==> config.mk <==
export PLATFORM = sky130hd
export DESIGN_NAME = msg_tx_framer
export DESIGN_NICKNAME = d
export VERILOG_FILES = /design/src/rtl/msg_tx_framer_pkg.sv /design/src/rtl/msg_tx_framer_rr_arbiter.sv /design/src/rtl/msg_tx_framer.sv
export SDC_FILE = /design/constraint.sdc
export NUM_CORES = 1
export LEC_CHECK = 0
export CAP_MARGIN = 20
export CORE_ASPECT_RATIO = 1.4
export CORE_UTILIZATION = 30
export DETAILED_ROUTE_END_ITERATION = 7
export HOLD_SLACK_MARGIN = 0.05
export PLACE_DENSITY = 0.64
export SYNTH_ARGS = -nofsm -noshare
export SYNTH_HDL_FRONTEND = slang
export SYNTH_HIERARCHICAL = 1
export SYNTH_SLANG_ARGS = --single-unit
==> constraint.sdc <==
create_clock -name clk -period 4.76 [get_ports clk]
set_input_delay 0.952 -clock clk [delete_from_list [all_inputs] [get_ports clk]]
set_output_delay 0.952 -clock clk [all_outputs]
set_load 0.05 [all_outputs]
==> src/rtl/msg_tx_framer_pkg.sv <==
// Shared constants for the message TX framer: FSM state encodings,
// framing bytes and the checksum step.
package msg_tx_framer_pkg;

  localparam logic [2:0] ST_IDLE = 3'd0;
  localparam logic [2:0] ST_SOF  = 3'd1;
  localparam logic [2:0] ST_LEN  = 3'd2;
  localparam logic [2:0] ST_DATA = 3'd3;
  localparam logic [2:0] ST_CSUM = 3'd4;

  localparam logic [7:0] SOF_DEFAULT = 8'h55;
  localparam logic [7:0] KA_REQ      = 8'hAE;
  localparam logic [7:0] KA_RSP      = 8'hEA;

  // Checksum is a plain byte-wise XOR, no carry.
  function automatic logic [7:0] csum_step(input logic [7:0] acc, input logic [7:0] b);
    return acc ^ b;
  endfunction

endpackage

==> src/rtl/msg_tx_framer_rr_arbiter.sv <==
// Combinational round-robin picker: first asserted request at or after ptr,
// wrapping modulo N_SRC.
module msg_tx_framer_rr_arbiter #(
  parameter int N_SRC = 4,
  parameter int IW    = (N_SRC > 1) ? $clog2(N_SRC) : 1
) (
  input  logic [N_SRC-1:0] req,
  input  logic [IW-1:0]    ptr,
  input  logic             enable,
  output logic [IW-1:0]    grant,
  output logic             valid
);

  localparam logic [IW:0] N_W = N_SRC[IW:0];

  logic [IW:0] idx;

  // Scan from ptr upward; the first hit wins and later hits are ignored.
  always_comb begin
    grant = '0;
    valid = 1'b0;
    idx   = '0;
    for (int i = 0; i < N_SRC; i++) begin
      idx = {1'b0, ptr} + i[IW:0];
      if (idx >= N_W) begin
        idx = idx - N_W;
      end else begin
        idx = idx;
      end
      if (enable && !valid && req[idx[IW-1:0]]) begin
        valid = 1'b1;
        grant = idx[IW-1:0];
      end else begin
        valid = valid;
      end
    end
  end

endmodule

==> src/rtl/msg_tx_framer.sv <==
// Round-robin message framer: drains one source at a time and emits
// SOF, LEN, payload[LEN], CSUM on a valid/ready byte stream.
module msg_tx_framer
  import msg_tx_framer_pkg::*;
#(
  parameter int         N_SRC    = 4,
  parameter logic [7:0] SOF_BYTE = SOF_DEFAULT
) (
  input  logic               clk,
  input  logic               n_rst,
  input  logic [N_SRC-1:0]   src_have_msg,
  output logic [N_SRC-1:0]   src_rdreq,
  input  logic [8*N_SRC-1:0] src_data,
  input  logic [8*N_SRC-1:0] src_len,
  output logic [7:0]         tx_data,
  output logic               tx_valid,
  input  logic               tx_ready,
  output logic               busy
);

  localparam int            IW       = (N_SRC > 1) ? $clog2(N_SRC) : 1;
  localparam logic [IW-1:0] LAST_IDX = IW'(N_SRC - 1);

  logic [2:0]    state_q, state_d;
  logic [IW-1:0] rr_ptr_q, rr_ptr_d;
  logic [IW-1:0] grant_q, grant_d;
  logic [7:0]    len_q, len_d;
  logic [7:0]    len_cnt_q, len_cnt_d;
  logic [7:0]    csum_q, csum_d;

  logic [IW-1:0] arb_grant_s;
  logic          arb_valid_s;
  logic          arb_en_s;
  logic [7:0]    arb_len_s;
  logic [7:0]    cur_data_s;
  logic          fire_s;

  function automatic logic [IW-1:0] next_ptr(input logic [IW-1:0] g);
    if (g == LAST_IDX) return '0;
    else               return g + 1'b1;
  endfunction

  // Gating with n_rst keeps a zero-length discard pop from leaking out during reset.
  assign arb_en_s = (state_q == ST_IDLE) && n_rst;

  msg_tx_framer_rr_arbiter #(.N_SRC(N_SRC), .IW(IW)) u_arb (
    .req    (src_have_msg),
    .ptr    (rr_ptr_q),
    .enable (arb_en_s),
    .grant  (arb_grant_s),
    .valid  (arb_valid_s)
  );

  assign arb_len_s  = src_len[{arb_grant_s, 3'b000} +: 8];
  assign cur_data_s = src_data[{grant_q, 3'b000} +: 8];
  assign tx_valid   = (state_q != ST_IDLE);
  assign busy       = (state_q != ST_IDLE);
  assign fire_s     = tx_valid && tx_ready;

  // Next-state, output byte mux and pop strobes.
  always_comb begin
    state_d   = state_q;
    rr_ptr_d  = rr_ptr_q;
    grant_d   = grant_q;
    len_d     = len_q;
    len_cnt_d = len_cnt_q;
    csum_d    = csum_q;
    tx_data   = 8'h00;
    src_rdreq = '0;
    case (state_q)
      ST_IDLE: begin
        if (arb_valid_s) begin
          grant_d = arb_grant_s;
          len_d   = arb_len_s;
          csum_d  = 8'h00;
          if (arb_len_s != 8'd0) begin
            state_d = ST_SOF;
          end else begin
            src_rdreq[arb_grant_s] = 1'b1;
            rr_ptr_d               = next_ptr(arb_grant_s);
          end
        end else begin
          state_d = ST_IDLE;
        end
      end
      ST_SOF: begin
        tx_data = SOF_BYTE;
        if (fire_s) state_d = ST_LEN;
        else        state_d = ST_SOF;
      end
      ST_LEN: begin
        tx_data = len_q;
        if (fire_s) begin
          csum_d    = csum_step(csum_q, len_q);
          len_cnt_d = len_q;
          state_d   = ST_DATA;
        end else begin
          state_d = ST_LEN;
        end
      end
      ST_DATA: begin
        tx_data = cur_data_s;
        if (fire_s) begin
          src_rdreq[grant_q] = 1'b1;
          csum_d             = csum_step(csum_q, cur_data_s);
          len_cnt_d          = len_cnt_q - 8'd1;
          if (len_cnt_q == 8'd1) state_d = ST_CSUM;
          else                   state_d = ST_DATA;
        end else begin
          state_d = ST_DATA;
        end
      end
      ST_CSUM: begin
        tx_data = csum_q;
        if (fire_s) begin
          state_d  = ST_IDLE;
          rr_ptr_d = next_ptr(grant_q);
        end else begin
          state_d = ST_CSUM;
        end
      end
      default: begin
        state_d = ST_IDLE;
      end
    endcase
  end

  // State and datapath registers.
  always_ff @(posedge clk or negedge n_rst) begin
    if (!n_rst) begin
      state_q   <= ST_IDLE;
      rr_ptr_q  <= '0;
      grant_q   <= '0;
      len_q     <= 8'h00;
      len_cnt_q <= 8'h00;
      csum_q    <= 8'h00;
    end else begin
      state_q   <= state_d;
      rr_ptr_q  <= rr_ptr_d;
      grant_q   <= grant_d;
      len_q     <= len_d;
      len_cnt_q <= len_cnt_d;
      csum_q    <= csum_d;
    end
  end

endmodule

==> results.txt <==
The flow ran to the end, and the final reports show no timing, DRC or antenna violations. The number of filler instances in the final layout came out at 856. The via count of the first global-routing pass came to 2,564. The clock latency of the later-clocked register in the worst-skew pair came out at 0.27 ns. Sorting the synthesized cells by area gives the leading types as sky130_fd_sc_hd__dfrtp_1 28%, sky130_fd_sc_hd__mux4_2 12%, sky130_fd_sc_hd__mux2_2 5.0%, sky130_fd_sc_hd__ha_1 4.6%, sky130_fd_sc_hd__nor2_1 3.7%. The final routed wirelength across all metal layers is 7890 um.

The via density per instance is 5.41. The min-delay analysis places its worst path in the category flip-flop to flip-flop. The post-route netlist has 18.9% of its cells at a drive strength greater than 1. The transition time at the pin with the least slew margin came out at 0.722 ns. The fraction of post-synthesis cell area in the top cell type by area came out at 28.5%. The design draws between 1500 and 2000 uW. The synthesized netlist net count is between 300 and 400. The clock transition time at the flip-flop clock pins of the worst setup and hold paths is about 0.050 ns. The number of clock sinks came out at 31.

The cell depth of the worst flop-to-flop path is 10. The Yosys warning count came out at 6. The maximum clock skew at final layout came out at between 0.003 and 0.004 ns. The fraction of registers with async set or reset after synthesis came out at 100%. The combined area of the multi-input logic cells came out at 1780 sq um. For this run the aggregate overflow at the end of global routing stands at 0. The total power per unit cell area came out at 503 nW/um^2. The routed wirelength normalized by instance count came out at about 16 um.

The launch instance of the worst register-to-register path is rr_ptr_q[1]$_DFFE_PN0P_. The sequential cell area in the final layout came out at 776 sq um. The highest net fanout along the worst path is 9. For this run, the register share of the synthesized area comes to 28.5%.

The H-tree depth came out at 2. The signal on the critical path passes through dlygate4sd2_1 -> mux2i_1 -> nor4_1 -> o31a_1 -> buf_12 -> mux4_2 -> nor4_4 -> and3_4 -> a32o_2 -> buf_12. The placement row count came out at 40. The effective utilization at floorplan is 31.3%. In this design, the largest share of critical-path delay is due to simple AND/OR/NAND/NOR gates. Among the stages of the critical path, the cell type that occurs most often is sky130_fd_sc_hd__buf_12. The total global routing track utilization came out at 17.4%.

The cell depth of the worst min-delay path came out at 2. The final count of pins violating max slew came to 0. The pin count of the biggest net entering global routing came out at 32. The number of detailed-route iterations in the first pass came out at 4. Based on the critical path, the design can be clocked at up to approximately 220 MHz. The highest ir drop seen on vdd is 0.264 mV.

In the final design database the tool counted 457 nets. The startpoint identified for the worst hold timing path is len_cnt_q[5]$_DFFE_PN0P_. The number of inserted diodes came out at 0. The time the final worst path needs with I/O delays and setup came out at between 4 and 5 ns. Leaving out fill and tap cells, the most frequent cell in the layout is sky130_fd_sc_hd__clkdlybuf4s50_1. The count of final hold-check violations is 0. The floorplan step defined a core boundary enclosing between 8000 and 9000 sq um. The post-synthesis to final-layout area growth came out at 44.5%.

After layout, the worst setup slack is 0.169 ns. The number of violations of the max-capacitance limit is 0. The gate count after technology mapping is about 290. For this design the top-level I/O count stands at 85. Setup violations remaining at the end of the flow were counted as 0. The worst register-to-register path has a setup slack of between 1 and 1.5 ns. The critical path class is input port to output port.

The placement-stage worst setup slack came out at -0.172 ns. The tree is rooted in a sky130_fd_sc_hd__clkbuf_16. In this run the static leakage power is 0.00158 uW. The hold buffer count at CTS is 0. For hold timing, the worst endpoint is len_cnt_q[5]$_DFFE_PN0P_.

The initial antenna violation count is 0. Setup repair after global routing left no endpoint under its margin. The maximum number of buffers from clock root to sink is 2. The synthesized design contains 31 register bits. The first-iteration detailed-routing DRC count is 178. The number of distinct library cell variants in the gate-level netlist after synthesis came out at 55. In the layout the commonest cells are 76 x sky130_fd_sc_hd__clkdlybuf4s50_1, 31 x sky130_fd_sc_hd__dfrtp_1, 27 x sky130_fd_sc_hd__nor2_1, 26 x sky130_fd_sc_hd__nand2_1. The slowest cell on the critical path is sky130_fd_sc_hd__mux4_2.

The wire length of the first global-routing pass is 12,500 um. The delay of the slowest cell on the worst path came out at between 0.5 and 0.6 ns. Headroom to the max-slew limit came out at 51.7%.

The startpoint type of the worst setup path is an input port. The combined area of all synthesized cells came out at 2720 sq um. The buffering stage count on the worst path with inverters included came out at 3. The arrival time of data at the critical path endpoint is 3.64 ns. The share of the clock period used by the worst path after layout is a little over nine tenths. The post-synthesis average cell area is 9.45 sq um. The count of buffers added on input and output ports is 84. The via count of the routed design is 2,597. Yosys mapped a number of flops with a built-in enable equal to 0. The largest total area in the synthesized netlist belongs to sky130_fd_sc_hd__dfrtp_1. The number of buffers created by CTS is 5. The die span in y came out at between 100 and 150 um. The HPWL reported at the end of detailed placement is around 6000 um. The congestion estimate from routability-driven global placement came to 0.827. The endpoint identified for the worst register-to-register timing path is rr_ptr_q[1]$_DFFE_PN0P_. STA classifies the critical path endpoint as an output port. The count of unresolved DRC violations after routing came out at 0. For this run, the leading register cell type out of synthesis is sky130_fd_sc_hd__dfrtp_1.

The remaining number of nets flagged by the antenna check after routing is 0. The horizontal die dimension came out at 82.5 um. The area enclosed by the die boundary is 9470 sq um. The clock tree from TritonCTS is done. The critical path data required time came out at 3.81 ns.
## worst max-delay path by stage
stage	from	endpoint	slack, ns	cells after the start
after CTS	src_have_msg[3]	src_rdreq[2]	0.03	13
after global placement	src_have_msg[1]	src_rdreq[3]	-0.13	10
final	src_have_msg[1]	src_rdreq[2]	0.17	10
after global routing	src_have_msg[1]	src_rdreq[2]	0.007	10
after detailed placement	src_have_msg[2]	src_rdreq[2]	-0.17	13
after floorplan	src_have_msg[0]	src_rdreq[0]	0.27	11
## synthesized netlist by cell type (2+ instances only)
master                     number
sky130_fd_sc_hd__dfrtp_1       31
sky130_fd_sc_hd__nor2_1        27
sky130_fd_sc_hd__nand2_1       26
sky130_fd_sc_hd__a21oi_1       19
sky130_fd_sc_hd__o21ai_0       16
sky130_fd_sc_hd__clkbuf_1      14
sky130_fd_sc_hd__mux4_2        14
sky130_fd_sc_hd__mux2_2        12
sky130_fd_sc_hd__ha_1          10
sky130_fd_sc_hd__inv_1         10
sky130_fd_sc_hd__xnor2_1        8
sky130_fd_sc_hd__mux2i_1        7
sky130_fd_sc_hd__nor2b_1        6
sky130_fd_sc_hd__o22ai_1        6
sky130_fd_sc_hd__a22oi_1        5
sky130_fd_sc_hd__buf_6          5
sky130_fd_sc_hd__a21boi_0       4
sky130_fd_sc_hd__a32o_1         4
sky130_fd_sc_hd__nand2b_1       4
sky130_fd_sc_hd__nor3_1         4
sky130_fd_sc_hd__o31a_1         4
sky130_fd_sc_hd__and2_1         3
sky130_fd_sc_hd__buf_2          3
sky130_fd_sc_hd__nand3_1        3
sky130_fd_sc_hd__o21ai_1        3
sky130_fd_sc_hd__buf_4          2
sky130_fd_sc_hd__mux2_1         2
sky130_fd_sc_hd__mux4_1         2
sky130_fd_sc_hd__nand3b_1       2
sky130_fd_sc_hd__nor3b_1        2
sky130_fd_sc_hd__nor4_1         2
sky130_fd_sc_hd__nor4_2         2
sky130_fd_sc_hd__o31ai_1        2
sky130_fd_sc_hd__o32ai_1        2
sky130_fd_sc_hd__or3_1          2
## repair_timing
| action | 4_1_cts | 5_1_grt |
|---|---|---|
| pin swaps | 1 | 5 |
| endpoints found under the setup margin | 4 | 4 |
| gates cloned | 0 | 1 |
| buffers inserted | 0 | 3 |
| gates resized for setup | 6 | 11 |
## cell families (layout without fill, tap and decap cells)
group,after synthesis,in the layout,share of synthesized area (%)
flops,31,31,28.5
xor+xnor,8,8,2.57
buf+inv,35,122,7.03
fa+ha+maj,10,10,4.60
simple gates,91,91,17.3
compound gates,76,76,18.2
mux,37,37,21.9
## report_power, final
part	total (uW)	internal (uW)	switching [uW]
Combinational	1210	513	695
Sequential	482	364	118
Clock	289	187	102
## tightest hold or removal path, cell delays in order, from the launching register on
cell	delay, ns
sky130_fd_sc_hd__dfrtp_1	0.33
sky130_fd_sc_hd__o21ai_0	0.07
sky130_fd_sc_hd__o21ai_0	0.06
## sequential cells by signal (all words and copies together) (netlist names)
register	flops
len_q	8
state_q	3
len_cnt_q	8
csum_q	8
grant_q	2
rr_ptr_q	2
## metrics by stage
stage / TNS [ns] / std cells / hold WS, ns / util [%] / instance area, sq um
6_report: 0 / 480 / 0.503 / 45.2 / 3930
3_5_place_dp: -0.631 / 470 / 0.499 / 42.8 / 3730
3_3_place_gp: -0.468 / 470 / 0.491 / 42.8 / 3730
5_1_grt: 0 / 480 / 0.556 / 45.2 / 3930
2_1_floorplan: 0 / 288 / 0.460 / - / 2720
4_1_cts: 0 / 476 / 0.510 / 44.4 / 3870
## metal layers
metal  part of all wire, %  vias to the layer above  GRT usage [%]  wire length (um)
li1                      -                     1241              -                 -
met1                    40                     1259           21.3              3190
met2                    52                       79           29.4              4090
met3                   4.7                       18           3.59               369
met4                   3.0                        0           6.90               236
met5                     0                        -              0                 0
## cell type report
class,instances,area share (%)
Clock buffer,6,3.28
Inverter,10,0.954
Multi-Input combinational cell,222,45.3
Sequential cell,31,19.7
Tap cell,105,3.34
Timing Repair Buffer,106,27.4
Power figures use the tool's default switching activity.
